==> src/rtl/fetch_sequencer.sv <==
// IF-stage fetch sequencer: owns the PC, issues one imem request at a time,
// applies redirects, hands {inst, pc} to decode. Optional FETCH_PERF_EN counters.
// Ports: clk, reset (async active-low), PCSrc_F/PCBranch_F redirect,
//   imem_req/imem_addr_F/imem_ready/imem_rvalid/imem_rdata memory side,
//   stall_D/inst_valid_D/inst_D/pc_D decode side,
//   fetch_cnt/redirect_cnt/stall_cnt when FETCH_PERF_EN is defined.
module fetch_sequencer #(
  parameter int ADDR_W = 64,
  parameter int INST_W = 32,
  parameter logic [ADDR_W-1:0] RESET_PC = '0
) (
  input  logic              clk,
  input  logic              reset,
  input  logic              PCSrc_F,
  input  logic [ADDR_W-1:0] PCBranch_F,
  output logic              imem_req,
  output logic [ADDR_W-1:0] imem_addr_F,
  input  logic              imem_ready,
  input  logic              imem_rvalid,
  input  logic [INST_W-1:0] imem_rdata,
  input  logic              stall_D,
  output logic              inst_valid_D,
  output logic [INST_W-1:0] inst_D,
`ifdef FETCH_PERF_EN
  output logic [ADDR_W-1:0] pc_D,
  output logic [31:0]       fetch_cnt,
  output logic [31:0]       redirect_cnt,
  output logic [31:0]       stall_cnt
`else
  output logic [ADDR_W-1:0] pc_D
`endif
);

  typedef enum logic [1:0] {
    ISSUE,
    WAIT,
    HOLD
  } state_t;

  state_t            state_q, state_nx;
  logic [ADDR_W-1:0] pc_q, pc_nx;
  logic              drop_q, drop_nx;
  logic [INST_W-1:0] skid_q, skid_nx;
  logic              vld_nx;
  logic [INST_W-1:0] inst_nx;
  logic [ADDR_W-1:0] pcd_nx;
  logic              slot_free;

  assign imem_req    = reset && (state_q == ISSUE);
  assign imem_addr_F = pc_q;
  assign slot_free   = !inst_valid_D || !stall_D;

  always_ff @(posedge clk or negedge reset) begin
    if (!reset) begin
      state_q      <= ISSUE;
      pc_q         <= RESET_PC;
      drop_q       <= 1'b0;
      skid_q       <= '0;
      inst_valid_D <= 1'b0;
      inst_D       <= '0;
      pc_D         <= '0;
    end else begin
      state_q      <= state_nx;
      pc_q         <= pc_nx;
      drop_q       <= drop_nx;
      skid_q       <= skid_nx;
      inst_valid_D <= vld_nx;
      inst_D       <= inst_nx;
      pc_D         <= pcd_nx;
    end
  end

  always_comb begin
    state_nx = state_q;
    pc_nx    = pc_q;
    drop_nx  = drop_q;
    skid_nx  = skid_q;
    vld_nx   = inst_valid_D;
    inst_nx  = inst_D;
    pcd_nx   = pc_D;
    if (inst_valid_D && !stall_D)
      vld_nx = 1'b0;
    unique case (state_q)
      ISSUE: begin
        if (imem_ready)
          state_nx = WAIT;
      end
      WAIT: begin
        if (imem_rvalid) begin
          if (drop_q) begin
            drop_nx  = 1'b0;
            state_nx = ISSUE;
          end else if (slot_free) begin
            vld_nx   = 1'b1;
            inst_nx  = imem_rdata;
            pcd_nx   = pc_q;
            pc_nx    = pc_q + ADDR_W'(4);
            state_nx = ISSUE;
          end else begin
            skid_nx  = imem_rdata;
            state_nx = HOLD;
          end
        end
      end
      HOLD: begin
        if (!stall_D) begin
          vld_nx   = 1'b1;
          inst_nx  = skid_q;
          pcd_nx   = pc_q;
          pc_nx    = pc_q + ADDR_W'(4);
          state_nx = ISSUE;
        end
      end
      default: state_nx = ISSUE;
    endcase
    if (PCSrc_F) begin
      pc_nx   = PCBranch_F;
      vld_nx  = 1'b0;
      skid_nx = '0;
      // a request still in flight must be absorbed before issuing again
      if ((state_q == WAIT && !imem_rvalid) ||
          (state_q == ISSUE && imem_ready)) begin
        state_nx = WAIT;
        drop_nx  = 1'b1;
      end else begin
        state_nx = ISSUE;
        drop_nx  = 1'b0;
      end
    end
  end

`ifdef FETCH_PERF_EN
  logic deliver;
  assign deliver = !PCSrc_F &&
    ((state_q == WAIT && imem_rvalid && !drop_q && slot_free) ||
     (state_q == HOLD && !stall_D));

  always_ff @(posedge clk or negedge reset) begin
    if (!reset) begin
      fetch_cnt    <= '0;
      redirect_cnt <= '0;
      stall_cnt    <= '0;
    end else begin
      if (deliver && fetch_cnt != '1)
        fetch_cnt <= fetch_cnt + 32'd1;
      if (PCSrc_F && redirect_cnt != '1)
        redirect_cnt <= redirect_cnt + 32'd1;
      if (inst_valid_D && stall_D && stall_cnt != '1)
        stall_cnt <= stall_cnt + 32'd1;
    end
  end
`endif

endmodule

==> config.mk <==
export PLATFORM = sky130hd
export DESIGN_NAME = fetch_sequencer
export DESIGN_NICKNAME = d
export VERILOG_FILES = /design/src/rtl/fetch_sequencer.sv
export SDC_FILE = /design/constraint.sdc
export NUM_CORES = 1
export LEC_CHECK = 0
export BUFFER_PORTS_ARGS = -buffer_cell sky130_fd_sc_hd__buf_4
export CAP_MARGIN = 10
export CORE_UTILIZATION = 50
export DETAILED_ROUTE_END_ITERATION = 10
export PLACE_DENSITY = 0.77
export SKIP_LAST_GASP = 1
export SYNTH_ARGS = -nofsm -noshare
export SYNTH_HDL_FRONTEND = slang
export SYNTH_SLANG_ARGS = --single-unit
==> constraint.sdc <==
create_clock -name clk -period 6.34 [get_ports clk]
set_input_delay 0.634 -clock clk [delete_from_list [all_inputs] [get_ports clk]]
set_output_delay 0.634 -clock clk [all_outputs]
set_load 0.005 [all_outputs]
After elaboration in Yosys (flattened, before gate mapping)
Cells that the tools add are included.
Word-level totals
  bits in registers: 196
  input port bits: 102
  output and inout bits: 162
  word-level logic and storage cells: 80
Cells by class
  $add $sub $neg: 1
  equality and inequality tests: 13
  muxes and demuxes: 40
  reduce and logical (&&, ||, !) cells: 19
Operators by type and width (count)
  64-bit two-way mux: 9
  32-bit two-way mux: 9
  64-bit one-hot mux with 2 select lines: 2
  64-bit by 3-bit adder with 64-bit output, second input constant: 1
  32-bit one-hot mux with 2 select lines: 1
  3-bit inequality test, second input constant: 5
  2-bit two-way mux: 6
  2-bit inequality test, second input constant: 6
  1-bit two-way mux: 11
  5-bit AND reduction: 2
  2-bit one-hot mux with 3 select lines: 1
  2-bit nonzero test: 3
  1-bit logical AND: 4
  4-bit AND reduction: 1
  1-bit zero test: 3
  3-bit AND reduction: 1
  3-bit nonzero test: 1
  2-bit by 1-bit == test with 1-bit output, second input constant: 1
  2-bit == test, second input constant: 1
  2-bit zero test: 1
  1-bit logical OR: 2
  1-bit one-hot mux with 2 select lines: 1
  2-bit AND reduction: 1

Longest topological paths before layout
  depth after elaboration: 8
  depth in mapped cells: 11
  depth with buffers taken out: 7

Worst setup path after synthesis
OpenSTA, ideal clock, no wires.
  path type: register -> register
  start point: register state_q[0]
  end point: register pc_q[61] (netlist: imem_addr_F[61])
  setup time: 82 ps
  arrival: 2406 ps
  data required time: 6258 ps
  path slack: 3852 ps
  cell stages (with the launch flop): 9
  path buffers: 2
  clock period less this slack: 2488 ps
  cell sequence: dfrtp_1 inv_1 ha_1 clkbuf_1 a32oi_1 or4_4 buf_6 or4_1 a31oi_1
On the way
  cells in the longest elaborated chain, start to end: 3
  elaborated cells on any way between the ends: 10
  classes of those cells: 6 x eq/ne; 2 x mux; 2 x reduce/logical
Ends and longest elaborated chain
  start, declared: line 40  | state_t state_q, state_nx;
  start signal, assigned: line 63  | state_q <= state_nx;
  2-bit by 1-bit == test with 1-bit output / 2-bit == test (equally long branches): line 83  | unique case (state_q)
  3-bit inequality test (no line) (tied with other cells)
  5-bit AND reduction (no line) / 64-bit two-way mux (equally long branches)
  end signal, assigned: line 64  | pc_q <= pc_nx;
  end, declared: line 41  | logic [ADDR_W-1:0] pc_q, pc_nx;
Parallel ways exist; a longest one is shown, timed or not.
A chain may end at the register's enable or synchronous reset.

Worst setup path in the final report
  start point: register state_q[0]
  end point: register pc_q[50] (netlist: imem_addr_F[50])
The elaborated chain is that of the path after synthesis.

==> reports/metrics.cfg <==
[critical_path]
critPathArrivalTime_ps = 3630
cp_max_fo = 37
endpoint_kind = register
r2r_end = imem_addr_F[50]
crit_type = reg -> reg
reg2reg_depth = 7
r2r_start = state_q[0]
startpoint_type = register
cp-endpoint = imem_addr_F[50]
crit_required_ps = 6690
startpoint = state_q[0]
rrSetupSlack_ps = 3060

[clocking]
numCtsBuffers = 17
holdBufCountCts = 0
htreeDepth = 4
cts_root_buf = clkbuf_16
clk_path_buf_depth = 2
cts_resized = 0
clk_pin_slew_ps = 70
post-cts-setup-buffers = 0
cts_tree = done
clock_latency_ps = 430
cts.sinks = 196

[logic_synthesis]
syn_area_sq_um = 9170
synth_ff_type = dfrtp_1
syn-mean-instance-area_sq_um = 8.93
synth_edf_count = 0
synth_warnings = 0
async_reset_ff_frac = 1.00
ys_seq_area_frac = 0.535
synth.ff_latch_count = 196
netlist_instances = 1027
synth.distinct_cells = 45
syn-num-nets = 1134

[hold_path]
hold_path_class = in -> async

[grt]
grt_use_total = 0.267
grt_pass1_wl_mm = 39.1
grt_pass1_vias = 7521
antenna_found_initial = 0
overflow = 0
grt_max_degree = 115

[sta]
slew_violations = 0
hold_viol = 0
timing.fmax_ghz = 0.305
tightest_slew_ps = 1120
rsz0062_at_grt = false
post-route-period-util = 0.517
slew_headroom = 0.254
finalSetupViolCount = 0
fin_setup_tns_ps = 0
fin_skew_ps = 7.59
min_period_ps = 3280

[route]
detail_route.iter0.violations = 561
routed_wl_mm = 25.2
wl_per_cell_um = 16.9
drc = 0
num_vias = 8207
ant_nets = 0
dr.pass1.iters = 5
vias_per_cell = 5.51

[cells_and_area]
nets = 1356
final_cells = 1490
drive_above_1_share = 0.247
area_delta_synth_final_pct = 28.8
diodes = 0

[floorplan]
initial_core_util = 0.511
num_rows = 49
core_sq_um = 18000
die_x_um = 137
die_y_um = 137
pin_count = 264
die-area_sq_um = 18900

[pwr]
net-switching-power_mw = 1.28
p_seq_frac = 0.455
p_comb_frac = 0.285
ir_worst_vdd_mv = 0.237
clockPowerShare = 0.260
cellLeakagePower_nw = 5.47
swShare = 0.317
internal-power_mw = 2.76
p_per_area_nw_per_um2 = 343

[place]
place_congestion = 0.846
io_buffer_count = 263
place_hpwl_mm = 17.0
post-place-cells = 1459

[flow_run]
max-cap-violations = 0

[status]
run_status = finished clean

==> cells in the mapped netlist, types with 9 or more instances <==
master,count,share of area
or4_1,12,0.0098
xor2_1,13,0.012
a31oi_1,33,0.023
nand4_1,27,0.018
nor2_1,38,0.016
and3_1,9,0.0061
and2_1,10,0.0068
xnor2_1,13,0.012
nand3_1,22,0.012
nand2_1,331,0.14
a21oi_1,33,0.018
mux2i_1,34,0.037
o31ai_1,10,0.0082
o21ai_0,89,0.049
dfrtp_1,196,0.53
inv_1,10,0.0041
or3_1,22,0.015
clkbuf_1,53,0.022
==> logic make-up after synthesis <==
group	synth area share
adders and majority gates	0.00682
and+or+nand+nor	0.252
xor gates and xnor gates	0.0248
muxes	0.0408
buffers and inverters	0.0355
DFF	0.535
AOI/OAI and AO/OA	0.105
==> worst min path at each step <==
stage / endpoint / slack, ps
CTS: imem_addr_F[28] / 130
global route: pc_D[36] / 150
finish: pc_D[30] / 130
floorplan: drop_q / 340
global placement: pc_D[37] / 450
detailed placement: pc_D[18] / 460
==> state kept, by name (all words and copies together) (netlist names) <==
register / count
inst_valid_D: 1
inst_D: 32
drop_q: 1
imem_addr_F: 64
state_q: 2
skid_q: 32
pc_D: 64
==> critical path, stage by stage (launching register included) <==
cell and delay (ps):
dfrtp_1 400, inv_1 110, ha_2 190, buf_4 510
a32oi_4 380, or4_1 860, or4_1 560, a31oi_1 170
==> metrics by stage <==
step / hold WS, ps / instance area [sq um] / utilization / total power [mW] / setup slack (ps)
after floorplan: 338 / 9170 / - / 2.26 / 3850
after global placement: 451 / 11300 / 0.626 / 2.98 / 3130
after detailed placement: 457 / 11300 / 0.626 / 3.02 / 3060
after CTS: 134 / 11800 / 0.657 / 4.07 / 3040
after global routing: 151 / 11800 / 0.657 / 4.29 / 2830
final: 131 / 11800 / 0.657 / 4.05 / 3060
==> cells in the final DEF, fill, tap and decap left out, types with 4 or more instances in the layout <==
| cell | instances |
|---|---|
| dfrtp_1 | 196 |
| or3_1 | 22 |
| and4_1 | 8 |
| o31ai_1 | 10 |
| or4_1 | 12 |
| nor3_1 | 6 |
| xnor2_1 | 13 |
| nor2_1 | 38 |
| clkbuf_16 | 17 |
| inv_1 | 9 |
| and2_1 | 10 |
| nand3_1 | 22 |
| ha_1 | 4 |
| a31oi_1 | 33 |
| mux2i_1 | 34 |
| xor2_1 | 13 |
| nand4_1 | 27 |
| nor4_1 | 8 |
| and3_1 | 9 |
| o21ai_0 | 89 |
| buf_4 | 269 |
| nand2_1 | 331 |
| a21oi_1 | 33 |
==> per-layer routing <==
metal,vias up,track usage,share of wire
met4,0,0.0940,0.021
met3,34,0.0493,0.072
met1,3904,0.378,0.44
met2,308,0.409,0.47
met5,-,0,0
li1,3961,-,-
==> power groups by stage <==
stage	Sequential [mW]	Combinational [mW]	Clock, mW
floorplan	1.83	0.422	0
global placement	1.85	1.13	0
detailed placement	1.85	1.17	0
CTS	1.84	1.17	1.07
global route	1.88	1.30	1.11
finish	1.84	1.15	1.05
==> area by class of cell <==
cell class	count	area, sq um
timing repair buffer	271	2050
inverter	10	37.5
fill	1503	6150
multi-input combinational	753	3970
clock inverter	10	98.8
tap	229	287
sequential	196	4900
clock buffer	21	460
(Power assumes the default switching activity.)
